**src/rtl/pic_8259.sv**
```systemverilog
// Simplified 8259A-style interrupt controller: edge-triggered, fixed priority
// (IR0 highest), single controller, ICW/OCW programming at BASE and BASE+1.
module pic_8259 #(
  parameter logic [11:0] BASE         = 12'h020,
  parameter logic [7:0]  RESET_VECTOR = 8'h08
) (
  input  logic        clk,
  input  logic        reset,
  input  logic [11:0] port,
  input  logic [7:0]  iodin,
  output logic [7:0]  iodout,
  input  logic        iord,
  input  logic        iowr,
  input  logic [7:0]  ir,
  input  logic        inta,
  output logic        intr,
  output logic [7:0]  vector
);

  typedef enum logic [1:0] {READY, ICW2, ICW3, ICW4} state_t;

  state_t      state, state_next;
  logic        cs_cmd, cs_mask;
  logic [7:0]  irr, isr, imr, ir_prev;
  logic [4:0]  vbase;
  logic        aeoi, rd_isr, sngl, ic4;

  logic        wr_cmd, wr_mask, icw1;
  logic        ready, load_vbase, load_aeoi, ocw1, ocw2, ocw3, ack;
  logic [7:0]  req, irr_next, isr_next;
  logic [2:0]  hp;
  logic [3:0]  cur;
  logic        pend;

  // Chip selects are registered, so the address must settle a cycle before the strobe.
  always_ff @(posedge clk) begin
    cs_cmd  <= (port == BASE);
    cs_mask <= (port == BASE + 12'd1);
  end

  assign wr_cmd  = iowr & cs_cmd;
  assign wr_mask = iowr & cs_mask;
  assign icw1    = wr_cmd & iodin[4];

  // Lowest set index wins: scan downwards so the last hit is the winner.
  always_comb begin
    req = irr & ~imr;
    hp  = 3'd0;
    cur = 4'd8;
    for (int i = 7; i >= 0; i--) begin
      if (req[i]) hp = 3'(i);
      if (isr[i]) cur = 4'(i);
    end
    pend = (req != 8'h00) && ({1'b0, hp} < cur);
  end

  always_ff @(posedge clk) begin
    if (reset) state <= READY;
    else       state <= state_next;
  end

  always_comb begin
    state_next = state;
    if (icw1) begin
      state_next = ICW2;
    end else if (wr_mask) begin
      case (state)
        ICW2:    state_next = !sngl ? ICW3 : (ic4 ? ICW4 : READY);
        ICW3:    state_next = ic4 ? ICW4 : READY;
        ICW4:    state_next = READY;
        default: state_next = state;
      endcase
    end
  end

  always_comb begin
    ready      = (state == READY);
    load_vbase = (state == ICW2) && wr_mask;
    load_aeoi  = (state == ICW4) && wr_mask;
    ocw1       = ready && wr_mask;
    ocw2       = ready && wr_cmd && (iodin[4:3] == 2'b00);
    ocw3       = ready && wr_cmd && (iodin[4:3] == 2'b01);
    ack        = ready && inta && pend;
  end

  // EOI clears land before the acknowledge sets; a new edge beats its own ack.
  always_comb begin
    isr_next = isr;
    if (ocw2 && iodin[7:5] == 3'b001 && cur != 4'd8) isr_next[cur[2:0]] = 1'b0;
    if (ocw2 && iodin[7:5] == 3'b011)                isr_next[iodin[2:0]] = 1'b0;
    if (ack && !aeoi)                                isr_next[hp] = 1'b1;
    irr_next = irr;
    if (ack) irr_next[hp] = 1'b0;
    irr_next = irr_next | (ir & ~ir_prev);
  end

  always_ff @(posedge clk) begin
    if (reset) begin
      iodout  <= 8'hFF;
      intr    <= 1'b0;
      vector  <= 8'h00;
      irr     <= 8'h00;
      isr     <= 8'h00;
      imr     <= 8'hFF;
      ir_prev <= 8'h00;
      vbase   <= RESET_VECTOR[7:3];
      aeoi    <= 1'b0;
      rd_isr  <= 1'b0;
      sngl    <= 1'b0;
      ic4     <= 1'b0;
    end else begin
      ir_prev <= ir;
      intr    <= pend && ready;
      if (iord) begin
        if (cs_cmd)       iodout <= rd_isr ? isr : irr;
        else if (cs_mask) iodout <= imr;
        else              iodout <= 8'hFF;
      end
      if (ready && inta)
        vector <= (pend && !icw1) ? {vbase, hp} : {vbase, 3'd7};
      if (icw1) begin
        irr    <= 8'h00;
        isr    <= 8'h00;
        imr    <= 8'h00;
        rd_isr <= 1'b0;
        aeoi   <= 1'b0;
        sngl   <= iodin[1];
        ic4    <= iodin[0];
      end else begin
        irr <= irr_next;
        isr <= isr_next;
        if (ocw1)               imr    <= iodin;
        if (ocw3 && iodin[1])   rd_isr <= iodin[0];
        if (load_vbase)         vbase  <= iodin[7:3];
        if (load_aeoi)          aeoi   <= iodin[1];
      end
    end
  end

endmodule

```
**config.mk**
```make
export PLATFORM = sky130hd
export DESIGN_NAME = pic_8259
export DESIGN_NICKNAME = d
export VERILOG_FILES = /design/src/rtl/pic_8259.sv
export SDC_FILE = /design/constraint.sdc
export NUM_CORES = 1
export LEC_CHECK = 0
export CAP_MARGIN = 20
export CORE_MARGIN = 2
export CORE_UTILIZATION = 54
export CTS_CLUSTER_SIZE = 12
export DETAILED_ROUTE_END_ITERATION = 16
export MAX_ROUTING_LAYER = met4
export PLACE_DENSITY_LB_ADDON = 0.3
export SETUP_SLACK_MARGIN = 0.5
export SLEW_MARGIN = 20
export SYNTH_ARGS = -nofsm -noshare
export SYNTH_HDL_FRONTEND = slang
export SYNTH_SLANG_ARGS = --single-unit
```
**constraint.sdc**
```tcl
create_clock -name clk -period 4.4 [get_ports clk]
set_input_delay 0.88 -clock clk [delete_from_list [all_inputs] [get_ports clk]]
set_output_delay 0.88 -clock clk [all_outputs]
set_load 0.05 [all_outputs]
```
==> impl_summary.md <==
Outcome
The flow ran to the end, and the final reports show no timing, DRC or antenna violations.

Critical path
The kind of critical path is input pin to register. STA classifies the critical path startpoint as an input pin. The worst path required time is 4.68 ns.

The maximum fanout count along the critical path is 17. STA classifies the critical path endpoint as a register. The worst path arrival time is 3.11 ns.

Floorplan
The die is 79.9 um wide. The y dimension of the die is 79.9 um. The core area is 5540 sq um. The die covers 6390 sq um.

The top-level port count is 50. The effective utilization at floorplan is 56.2%. The cell row count is 27.

Global route
The residual overflow from global routing is 0. The wire length of the first global-routing pass is 12900 um. Entering global routing, the biggest net connects 20 pins. In the global route stage, overall resource usage came out at 27.4%.

The number of global-route vias before repair is 2589. The initial antenna violation count is 0.

Place
During placement, the flow inserted port buffers numbering 49. The congestion estimate from routability-driven global placement came to 0.999. Detailed placement ended at an HPWL of 5910 um.

The setup slack at placement is 1.31 ns. The number of placed cells counting well taps is 451.

STA
The clock skew is 0.00856 ns. Setup violations remaining at the end of the flow were counted as 0. The final number of hold-violating endpoints is 0.

Once routing completed, OpenROAD measured the worst setup slack at 1.57 ns. Summed over all failing endpoints, the final setup total negative slack is 0 ns. The final max-slew violation count is 0. Setup repair after global routing left no endpoint under its margin. Dividing the final minimum period by the clock period gives 64.2%. The routed design could run at a clock period as short as 2.83 ns. Headroom to the max-slew limit came out at 42.7%. The slew at the pin with the worst max-slew slack is 0.856 ns. For this run, the top clock speed supported by timing is 354 MHz.

Layout
The library cells used most frequently in the layout, excluding fill and tap cells, are sky130_fd_sc_hd__dfxtp_1, sky130_fd_sc_hd__clkdlybuf4s50_1, sky130_fd_sc_hd__nor2_1. 0 antenna diodes ended up in the layout. The final layout contains 425 nets. The ratio of cells with drive above 1 in the final layout is 9.62%. The library cell used most frequently in the layout, excluding fill and tap cells, is sky130_fd_sc_hd__dfxtp_1. Excluding fillers, the count of instances in the completed layout stands at 467. From synthesis to final layout, the design area changed by 22.2%.

Yosys
Counting every net in the synthesized netlist gives 382. Summing every instance area after synthesis gives 3110 sq um. The register bit total from synthesis is 62.

The fraction of synthesized cell area taken by the top area cell type is 39.9%. The number of enable-type register cells in the synthesized netlist is 0. Synthesis produced a netlist whose cell count is 347. Summing the sequential cell areas from Yosys gives 39.9% of the chip area. Yosys mapped the design onto 57 distinct sky130hd cell types. Ranked by total cell area, the synthesized netlist is headed by sky130_fd_sc_hd__dfxtp_1, sky130_fd_sc_hd__mux2i_1, sky130_fd_sc_hd__nor2_1, sky130_fd_sc_hd__nor2b_1, sky130_fd_sc_hd__a21oi_1.

The biggest area contributor in the post-synthesis netlist is sky130_fd_sc_hd__dfxtp_1. In the synthesized netlist the dominant register cell turns out to be sky130_fd_sc_hd__dfxtp_1. The synthesized area per cell is 8.97 sq um.

The count of warnings emitted by yosys is 0. Counting flops with an async set or reset pin after synthesis yields a share of 0%.

Clocking
CTS built an H-tree with a depth of 3. The clock transition at the register clock pins on the worst setup and hold paths after CTS is 0.07 ns. The cts-stage hold buffer count is 0. No sink is reached through more buffers than the 2 on the longest clock path. The number of clock sinks is 62.

The number of instances resized during post-cts repair is 0. The source-to-sink clock delay at the later pin of the worst-skew pair is 0.34 ns. The number of setup buffers added after CTS is 0. Clock tree synthesis selected as its root buffer the cell sky130_fd_sc_hd__clkbuf_8. TritonCTS built the clock tree. The number of clock buffers added by TritonCTS is 9.

Detailed routing
The final routed wire length divided by cell count is 17.2 um. In this run the remaining antenna-violating nets after routing total 0. The post-detailed-route DRC marker count is 0. The number of optimization iterations in the first detailed-route pass is 4.

The violation count after the first detailed-routing iteration is 250. After detailed routing, the number of vias per cell comes to 5.99. The final routed wirelength across all metal layers is 8020 um.

The routed layout has 2795 vias.

Pwr
The leakage power of the design is 1.41 nW. The power per cell area is 329 nW/um^2. The worst-case IR drop observed on VDD is 248 uV. The completed layout was analyzed and its total power is 1.25 mW.

Min path
The min-delay analysis places its worst path in the category register to register.

Job
Across the run, the number of max-cap violations was 0.
## cell families (layout without fill, tap and decap cells)
kind of cell / Yosys count / in the layout / synth area share, %
AOI/OAI and AO/OA: 97 / 97 / 22.7
adders and majority gates: 2 / 2 / 0.804
buffers and inverters: 34 / 82 / 5.51
DFF: 62 / 62 / 39.9
muxes: 22 / 22 / 7.08
and+or+nand+nor: 130 / 130 / 24.0
## synthesized netlist by cell type, types with 4 or more instances
master	count
sky130_fd_sc_hd__nor2b_1	18
sky130_fd_sc_hd__inv_1	16
sky130_fd_sc_hd__dfxtp_1	62
sky130_fd_sc_hd__nor3_1	5
sky130_fd_sc_hd__a31oi_1	5
sky130_fd_sc_hd__mux2i_1	22
sky130_fd_sc_hd__a21oi_1	20
sky130_fd_sc_hd__clkbuf_1	10
sky130_fd_sc_hd__nor2_1	40
sky130_fd_sc_hd__o22ai_1	4
sky130_fd_sc_hd__a221oi_1	10
sky130_fd_sc_hd__nand3_1	4
sky130_fd_sc_hd__nand2_1	19
sky130_fd_sc_hd__buf_6	5
sky130_fd_sc_hd__o21ai_0	17
sky130_fd_sc_hd__o211ai_1	4
sky130_fd_sc_hd__a31o_1	4
sky130_fd_sc_hd__a211o_1	9
sky130_fd_sc_hd__nand2b_1	8
sky130_fd_sc_hd__nand4_1	5
## registers in the layout (all words and copies together), names as in the netlist
name and flops:
vbase 5, cs_cmd 1, state 2, isr 8, cs_mask 1, irr 8
ic4 1, ir_prev 8, sngl 1, iodout 8, intr 1, imr 8
aeoi 1, vector 8, rd_isr 1
## worst paths after layout
path	startpoint	endpoint	slack [ns]	cells after the start
setup reg to reg	irr[6]$_SDFF_PP0_	vector[0]$_SDFFE_PP0P_	1.66	9
hold reg to reg	vector[6]$_SDFFE_PP0P_	vector[6]$_SDFFE_PP0P_	0.45	2
setup / recovery	iowr	isr[7]$_SDFF_PP0_	1.57	6
hold / removal	vector[6]$_SDFFE_PP0P_	vector[6]$_SDFFE_PP0P_	0.45	2
## where the power goes
group / switching [mW] / internal (mW)
combinational: 0.0631 / 0.0545
clock: 0.228 / 0.316
sequential: 0.0108 / 0.577
total: 0.302 / 0.947
## per-layer routing
| metal | vias to the layer above | wire, um | share of wire [%] | global-route usage, % |
|---|---|---|---|---|
| li1 | 1363 | - | - | - |
| met3 | 18 | 538 | 6.7 | 6.56 |
| met2 | 100 | 3670 | 46 | 40.3 |
| met4 | 0 | 180 | 2.2 | 12.4 |
| met5 | - | 0 | 0 | - |
| met1 | 1314 | 3630 | 45 | 35.9 |
## critical path, cell delays in order
cell	delay (ns)
sky130_fd_sc_hd__clkdlybuf4s50_1	0.49
sky130_fd_sc_hd__and3_1	0.39
sky130_fd_sc_hd__nor2_1	0.73
sky130_fd_sc_hd__o311ai_0	0.29
sky130_fd_sc_hd__a31oi_1	0.21
sky130_fd_sc_hd__a31o_1	0.11
## final cells by class
cell class,count,area (sq um)
repair buffers,50,498
clock buffers,9,124
flip-flops and latches,62,1240
multi-input cells,251,1700
inverters,16,60.1
clock inverters,7,88.8
well taps,72,90.1
fillers,463,1740
## per-stage QoR
| step | area, sq um | hold WS, ns | utilization (%) |
|---|---|---|---|
| floorplan | 3110 | 0.427 | - |
| global placement | 3590 | 0.437 | 64.8 |
| detailed placement | 3590 | 0.442 | 64.8 |
| CTS | 3800 | 0.455 | 68.6 |
| global route | 3800 | 0.466 | 68.6 |
| finish | 3800 | 0.454 | 68.6 |
No activity file was read; power rests on OpenSTA's default activity.
